[config.mk]
export PLATFORM = sky130hd
export DESIGN_NAME = if_id_skid_stage
export DESIGN_NICKNAME = d
export VERILOG_FILES = /design/src/rtl/pipe_pkg.sv /design/src/rtl/instr_field_split.sv /design/src/rtl/if_id_skid_stage.sv
export SDC_FILE = /design/constraint.sdc
export NUM_CORES = 1
export LEC_CHECK = 0
export CELL_PAD_IN_SITES_DETAIL_PLACEMENT = 0
export CELL_PAD_IN_SITES_GLOBAL_PLACEMENT = 1
export CORE_MARGIN = 2
export CORE_UTILIZATION = 33
export DETAILED_ROUTE_END_ITERATION = 10
export PLACE_DENSITY_LB_ADDON = 0.1
export SLEW_MARGIN = 40
export SYNTH_ARGS = -nofsm -noshare
export SYNTH_HDL_FRONTEND = slang
export SYNTH_SLANG_ARGS = --single-unit
[constraint.sdc]
create_clock -name Clk -period 1.5 [get_ports Clk]
set_input_delay 0.3 -clock Clk [delete_from_list [all_inputs] [get_ports Clk]]
set_output_delay 0.3 -clock Clk [all_outputs]
set_load 0.03 [all_outputs]
[src/rtl/pipe_pkg.sv]
// Shared types and constants for the IF/ID skid stage: occupancy states,
// the default bubble word and MIPS field positions.
package pipe_pkg;

    typedef enum logic [1:0] {
        EMPTY = 2'd0,
        ONE   = 2'd1,
        TWO   = 2'd2
    } state_e;

    localparam logic [31:0] NOP_DEFAULT = 32'h0000_0000;

    localparam int OPCODE_MSB = 31;
    localparam int OPCODE_LSB = 26;
    localparam int RS_MSB     = 25;
    localparam int RS_LSB     = 21;
    localparam int RT_MSB     = 20;
    localparam int RT_LSB     = 16;
    localparam int RD_MSB     = 15;
    localparam int RD_LSB     = 11;
    localparam int SA_MSB     = 10;
    localparam int SA_LSB     = 6;
    localparam int FUNC_MSB   = 5;
    localparam int FUNC_LSB   = 0;
    localparam int IMM_MSB    = 15;
    localparam int IMM_LSB    = 0;
    localparam int TARGET_MSB = 25;
    localparam int TARGET_LSB = 0;

    typedef struct packed {
        logic [5:0]  opcode;
        logic [4:0]  rs;
        logic [4:0]  rt;
        logic [4:0]  rd;
        logic [4:0]  sa;
        logic [5:0]  func;
        logic [15:0] imm;
        logic [25:0] target;
    } fields_t;

endpackage

[src/rtl/instr_field_split.sv]
// Combinational split of a 32-bit MIPS instruction word into its decode fields.
module instr_field_split
    import pipe_pkg::*;
(
    input  logic [31:0] instr,
    output fields_t     fields
);

    always_comb begin
        fields.opcode = instr[OPCODE_MSB:OPCODE_LSB];
        fields.rs     = instr[RS_MSB:RS_LSB];
        fields.rt     = instr[RT_MSB:RT_LSB];
        fields.rd     = instr[RD_MSB:RD_LSB];
        fields.sa     = instr[SA_MSB:SA_LSB];
        fields.func   = instr[FUNC_MSB:FUNC_LSB];
        fields.imm    = instr[IMM_MSB:IMM_LSB];
        fields.target = instr[TARGET_MSB:TARGET_LSB];
    end

endmodule

[src/rtl/if_id_skid_stage.sv]
// IF/ID pipeline stage with a two-entry skid buffer, valid/ready on both sides
// and synchronous flush. Optional decoded-field outputs under PIPE_DECODE_FIELDS_EN.
module if_id_skid_stage
    import pipe_pkg::*;
#(
    parameter int                 DATA_W   = 32,
    parameter int                 PC_W     = 32,
    parameter logic [DATA_W-1:0]  NOP_WORD = DATA_W'(NOP_DEFAULT)
) (
    input  logic              Clk,
    input  logic              Reset,
    input  logic              in_valid,
    output logic              in_ready,
    input  logic [DATA_W-1:0] in_instr,
    input  logic [PC_W-1:0]   in_pcadd4,
    input  logic              flush,
    output logic              out_valid,
    input  logic              out_ready,
    output logic [DATA_W-1:0] out_instr,
    output logic [PC_W-1:0]   out_pcadd4,
    output logic              out_bubble,
    output logic [1:0]        occupancy
`ifdef PIPE_DECODE_FIELDS_EN
    ,
    output logic [5:0]        opcode,
    output logic [4:0]        rs,
    output logic [4:0]        rt,
    output logic [4:0]        rd,
    output logic [4:0]        sa,
    output logic [5:0]        func,
    output logic [15:0]       imm,
    output logic [25:0]       target
`endif
);

    state_e            state_q, state_nxt;
    logic              in_ready_q;
    logic [DATA_W-1:0] main_instr_q, main_instr_nxt;
    logic [PC_W-1:0]   main_pc_q, main_pc_nxt;
    logic [DATA_W-1:0] skid_instr_q, skid_instr_nxt;
    logic [PC_W-1:0]   skid_pc_q, skid_pc_nxt;
    logic              push, pop;

    assign out_valid  = (state_q != EMPTY);
    assign out_bubble = (state_q == EMPTY);
    assign occupancy  = state_q;
    assign in_ready   = in_ready_q;
    assign out_instr  = main_instr_q;
    assign out_pcadd4 = main_pc_q;

    assign push = in_valid & in_ready_q & ~flush;
    assign pop  = out_valid & out_ready;

    always_comb begin
        // NOTE: every output of this block gets a default first, so no path leaves one unassigned and infers a latch.
        state_nxt      = state_q;
        main_instr_nxt = main_instr_q;
        main_pc_nxt    = main_pc_q;
        skid_instr_nxt = skid_instr_q;
        skid_pc_nxt    = skid_pc_q;
        if (flush) begin
            // PC is deliberately held so decode still sees the last real PC+4.
            state_nxt      = EMPTY;
            main_instr_nxt = NOP_WORD;
        end else begin
            unique case (state_q)
                EMPTY: if (push) begin
                    state_nxt      = ONE;
                    main_instr_nxt = in_instr;
                    main_pc_nxt    = in_pcadd4;
                end
                ONE: begin
                    if (push && pop) begin
                        main_instr_nxt = in_instr;
                        main_pc_nxt    = in_pcadd4;
                    end else if (push) begin
                        state_nxt      = TWO;
                        skid_instr_nxt = in_instr;
                        skid_pc_nxt    = in_pcadd4;
                    end else if (pop) begin
                        state_nxt      = EMPTY;
                        main_instr_nxt = NOP_WORD;
                    end
                end
                TWO: if (pop) begin
                    state_nxt      = ONE;
                    main_instr_nxt = skid_instr_q;
                    main_pc_nxt    = skid_pc_q;
                end
                default: begin
                    state_nxt      = EMPTY;
                    main_instr_nxt = NOP_WORD;
                end
            endcase
        end
    end

    always_ff @(posedge Clk) begin
        // NOTE: storage registers are reset too, so the bench and decode never observe X on the data outputs.
        if (Reset) begin
            state_q      <= EMPTY;
            in_ready_q   <= 1'b1;
            main_instr_q <= NOP_WORD;
            main_pc_q    <= '0;
            skid_instr_q <= '0;
            skid_pc_q    <= '0;
        end else begin
            state_q      <= state_nxt;
            in_ready_q   <= (state_nxt != TWO);
            main_instr_q <= main_instr_nxt;
            main_pc_q    <= main_pc_nxt;
            skid_instr_q <= skid_instr_nxt;
            skid_pc_q    <= skid_pc_nxt;
        end
    end

`ifdef PIPE_DECODE_FIELDS_EN
    fields_t fields_nxt, fields_q;

    if (DATA_W != 32) begin : g_width_check
        $error("PIPE_DECODE_FIELDS_EN requires DATA_W == 32");
    end

    instr_field_split u_field_split (
        .instr  (main_instr_nxt[31:0]),
        .fields (fields_nxt)
    );

    // Fields track main but read as zero for bubbles, independent of NOP_WORD.
    always_ff @(posedge Clk) begin
        if (Reset || state_nxt == EMPTY) begin
            fields_q <= '0;
        end else begin
            fields_q <= fields_nxt;
        end
    end

    assign opcode = fields_q.opcode;
    assign rs     = fields_q.rs;
    assign rt     = fields_q.rt;
    assign rd     = fields_q.rd;
    assign sa     = fields_q.sa;
    assign func   = fields_q.func;
    assign imm    = fields_q.imm;
    assign target = fields_q.target;
`endif

endmodule
After elaboration in Yosys (flattened, before gate mapping)

Cells that the tools add are included.

Mux-type cells: 17
Equal/unequal tests: 8
Bitwise logic cells: 5
Reductions and logical operators: 8

Operator list:

| operator             | count |
|---|---|
| $mux W32             | 8 |
| $pmux W32 S3         | 2 |
| $mux W2              | 6 |
| $reduce_and A4 Y1    | 2 |
| $ne A2 B2 Y1 const B | 3 |
| $ne A3 B3 Y1 const B | 2 |
| $pmux W2 S3          | 1 |
| $reduce_and A5 Y1    | 1 |
| $and A1 B1 Y1        | 3 |
| $reduce_bool A3 Y1   | 1 |
| $eq A2 B1 Y1 const B | 1 |
| $eq A2 B2 Y1 const B | 1 |
| $logic_not A2 Y1     | 1 |
| $ne A2 B1 Y1 const B | 1 |
| $not A1 Y1           | 2 |
| $reduce_bool A2 Y1   | 1 |
| $reduce_or A2 Y1     | 1 |
| $logic_and A1 B1 Y1  | 1 |

Bits in registers: 131
Bits of input ports: 69
Word-level logic and storage cells: 44

Depth between registers and ports, before layout

Gate-level depths: netlist of run 1.

Word-level depth: 8
Mapped depth: 8
Gate-level depth less buffers: 4

Least setup slack after synthesis of run 1

No wires, ideal clock.

Path type: register -> register
Start point: register state_q[1] (netlist: occupancy[1])
End point: register main_instr_q[11] (netlist: out_instr[11])
Stages on the path, launching flop included: 7
Data required time: 1430 ps
Data arrival time: 1670 ps
Setup slack: -241 ps
Path through: dfxtp_1 > buf_2 > nor2_2 > a221o_1 > clkbuf_1 > o21ai_0 > a21oi_1

RTL lines:

| what                        | line                    | source |
|---|---|---|
| start, declared             | if_id_skid_stage.sv:36  | `state_e state_q, state_nxt;` |
| start signal, assigned      | if_id_skid_stage.sv:108 | `state_q <= state_nxt;` |
| $logic_not A2 Y1 *          | --                      |  |
| named net out_bubble        | if_id_skid_stage.sv:21  | `output logic out_bubble,` |
| $ne A2 B1 Y1 (no line)      | --                      |  |
| $reduce_and A4 Y1 (no line) | --                      |  |
| end signal, assigned        | if_id_skid_stage.sv:110 | `main_instr_q <= main_instr_nxt;` |
| end, declared               | if_id_skid_stage.sv:38  | `logic [DATA_W-1:0] main_instr_q, main_instr_nxt;` |

Mark *: on every way through the listed nets, which the timed path passes. The rest lies on a longest branch.
A chain may end at the register's enable or synchronous reset.

Worst setup path after layout of run 1

Start point: register state_q[0] (netlist: occupancy[0])
End point: register main_instr_q[26] (netlist: out_instr[26])

Longest elaborated chain between the ends: 5

Ends and longest elaborated chain:

| what                                                        | line                   | source |
|---|---|---|
| $reduce_bool A2 Y1                                          | if_id_skid_stage.sv:44 | `assign out_valid = (state_q != EMPTY);` |
| $and A1 B1 Y1                                               | if_id_skid_stage.sv:52 | `assign pop = out_valid & out_ready;` |
| $logic_and A1 B1 Y1                                         | if_id_skid_stage.sv:73 | `if (push && pop) begin` |
| $ne A3 B3 Y1 (no line) or $mux W32 (tied branches)          | --                     |  |
| $reduce_and A4 Y1 (no line) or $pmux W32 S3 (tied branches) | --                     |  |

Several ways; a longest one is shown, not always the timed one.

==> results.md, run 1 <==
- Setup WS post-layout: -43.64 ps
- DP Area: 0.007587 mm^2
- Top-area cell type share of the netlist area: 44.54%
- Post-synth top area cell: dfxtp_1
- Worst r2r path cells: 6
- Reg2reg setup slack: -40 ps
- Final count of pins violating max slew: 0
- Yosys reg bits: 131
- Worst-Skew Late Latency: 410 ps
- P_leak: 0.003525 uW
- Nets: 916
- Worst Hold Class: in2reg
- Via Count: 5330
- Tot Pwr: 9198 uW
- DIE AREA: 0.01893 mm^2
- Area occupied by multi-input gates: 0.003077 mm^2
- Synth area leaders: dfxtp_1 (45%), mux2i_1 (11%), nand2_1 (10%)
- Routed Antenna Nets: 0
- Sink of the worst hold path: occupancy[1]$_SDFF_PP0_
- Mapped Cells: 699
- Synth Area in XOR/XNOR: 0%
- Post-synth top flop: dfxtp_1
- Slew @ Worst Pin: 552.9 ps
- Syn Area/Cell: 8.424 um^2
- Die Wd: 137.6 um
- DIE HEIGHT: 137.6 um
- Vias per cell: 4.917
- Final WL: 17.68 mm
- Gpl congestion: 0.7711
- Max clock buf depth: 2
- Critical path data required time: 1800 ps
- Min Clock Period, post-route: 1544 ps
- Hold Crit Depth: 3
- Post-Syn Area: 0.005888 mm^2
- Register area share after synthesis: 44.54%
- Post-synth ARST share: 0%
- Number of buffers added on ports: 137
- Fmax: 647.8 MHz
- Initial Util: 33.92%
- Worst Min Path Start: Reset
- TritonCTS Buffers: 17
- Crit. End Element: flop
- Post-synth top cells: nand2_1 (160), dfxtp_1 (131), a21oi_1 (97), mux2i_1 (66), nor2_1 (66)
- Starting DRT DRC Count: 300
- Total track usage: 18.32%
- Ports: 138
- Hold slack final: 227.8 ps
- Largest net degree at the start of global routing: 97
- Pwr/cell area: 1062 mW/mm^2
- Warning count from the yosys run: 0
- Grt met2 use: 29.68%
- Met1 usage: 22.95%
- Synth Area in Compound Gates: 18.38%
- Final period util: 102.9%
- Multiplexer area fraction after synthesis: 11.22%
- Detail Placement HPWL: 10.65 mm
- TritonCTS clock tree: done
- Remaining routing DRC violations: 0
- Crit path DAT: 1840 ps
- Failing checks: setup timing
- Slew margin rel.: 63.14%
- Sink Count: 131
- Setup violations, final: 31
- Grt total ovfl: 0
- Core area: 0.01736 mm^2
- Cell Count, Final, Fillers Out: 1084
- Final Hold Vio Count: 0
- Fill cells: 1605
- Peak supply drop: 0.7969 mV
- Gr busiest metal: met2
- WS Path Type: reg2reg
- Critical R2R Launch: occupancy[0]$_SDFF_PP0_
- Cts hold-fix bufs: 0
- Layout cells sized above 1: 20.05%
- Clock Skew: 6.178 ps
- Clk slew on worst S/H paths: 50 ps
- Synthesized Nets: 768
- Clock Tree Root: clkbuf_16
- Simple-gate share of the synthesized area: 19.70%
- Area growth from synthesis to layout: 47.13%
- Main combinational cell family by area after synthesis: simple AND/OR/NAND/NOR gates
- EDFF count, synth: 0
- Register area: 0.002634 mm^2
- Final core occ: 49.91%
- Global-route wire length before repair: 26.62 mm
- Number of antenna violations at the first check in global routing: 1
- Status: complete, but fails checks
- Routed len/inst: 16.31 um
- Crit path launch type: flop
- FP Rows: 48
- Final instance area: 0.008663 mm^2
- R2r endpoint: out_instr[26]$_SDFFE_PP0P_
- RSZ-0062 raised after global routing: yes
- Max_cap viols: 0
- Top-count cell post-synth: nand2_1
- CTS H-Tree Depth: 4
- Initial DRT Pass Iterations: 5
- Global-route track usage on met3: 5.335%
- Worst Path Max Fanout: 8
- Post-Synth Adder-Cell Area: 0.1912%
- Placed cells: 1032
- Synth cell types: 31
- Vias in the first global route: 5066
## final cells by class
cell class,instances,share of cell area [%]
Timing Repair Buffer,190,23.82
Antenna cell,1,0.02889
Inverter,2,0.08666
Sequential cell,131,30.40
Tap cell,225,3.250
Clock inverter,10,1.516
Clock buffer,20,5.387
Multi-Input combinational cell,505,35.51
## logic make-up after synthesis
| family | Yosys count |
|---|---|
| muxes | 66 |
| adders and majority gates | 1 |
| buffers and inverters | 63 |
| AOI/OAI and AO/OA | 165 |
| DFF | 131 |
| and+or+nand+nor | 273 |
## metrics by stage
stage,worst slack (ps),setup TNS [ps]
2_1_floorplan,-19.77,-442.5
3_3_place_gp,-516.0,-56490
3_5_place_dp,-531.4,-58010
4_1_cts,-2.701,-5.653
5_1_grt,-68.17,-2367
6_report,-43.64,-616.0
## worst max path at each step
| stage | cells past startpoint | startpoint | slack, ps | end |
|---|---|---|---|---|
| after floorplan | 7 | occupancy[1]$_SDFF_PP0_ | -20 | out_instr[11]$_SDFFE_PP0P_ |
| after global placement | 6 | out_ready | -520 | out_pcadd4[23]$_SDFFE_PP0P_ |
| after detailed placement | 6 | out_ready | -530 | out_pcadd4[23]$_SDFFE_PP0P_ |
| after CTS | 6 | occupancy[1]$_SDFF_PP0_ | -3 | out_pcadd4[25]$_SDFFE_PP0P_ |
| after global routing | 5 | in_ready$_SDFF_PP1_ | -70 | out_instr[20]$_SDFFE_PP0P_ |
| final | 6 | occupancy[0]$_SDFF_PP0_ | -40 | out_instr[26]$_SDFFE_PP0P_ |
## report_power, final
group / total [uW] / switching [uW] / internal [uW]
Sequential: 3640 / 60.7 / 3580
Clock: 4210 / 1500 / 2710
Combinational: 1340 / 740 / 602
Total: 9200 / 2300 / 6900
## flip-flops by register name, summed over array words and instances (netlist names)
| name | flops |
|---|---|
| occupancy | 2 |
| out_instr | 32 |
| in_ready | 1 |
| skid_instr_q | 32 |
| skid_pc_q | 32 |
| out_pcadd4 | 32 |
## cells in the final DEF (no fill, tap or decap), types with 2 or more instances in the layout
cell type and n:
clkinv_2 4, a21oi_1 93, clkinvlp_4 2, a21oi_2 4, a211oi_1 3, and3_1 32, clkbuf_8 3, nor2b_1 3
dfxtp_4 3, buf_12 14, clkdlybuf4s15_1 24, buf_8 3, clkbuf_2 3, o21ai_2 26, o21ai_1 3, nand2_2 5
nor2_1 65, nand2_1 155, clkbuf_16 21, dfxtp_1 128, a211oi_2 29, dlygate4sd2_1 38, buf_16 3, clkdlybuf4s50_1 65
mux2i_1 66, buf_4 24, bufinv_16 3, buf_6 11, o21ai_0 2
## routing by layer
metal	vias to the layer above	share of wire, %
met5	-	0
met4	0	1.5
met3	21	6.2
met2	134	47
met1	2497	46
li1	2678	-
## critical path: stages (launching register included)
cell and delay (ps):
dfxtp_4 410, buf_6 130, nor2b_1 60, a221o_2 490, buf_6 180, o21ai_0 70
a21oi_1 80
## what timing repair did
action,CTS,global route
endpoints found under the setup margin,155,142
resized for setup,90,110
buffers inserted,5,8
gates cloned,3,6
pin swaps,5,32
endpoints found under the hold margin,0,0
(Power assumes the default switching activity.)
==> inputs of run 2 (changes only) <==
CAP_MARGIN = 0   (was default)
==> results of run 2 <==
Same layout as run 1: the final DEF is identical, and so are final timing and power.
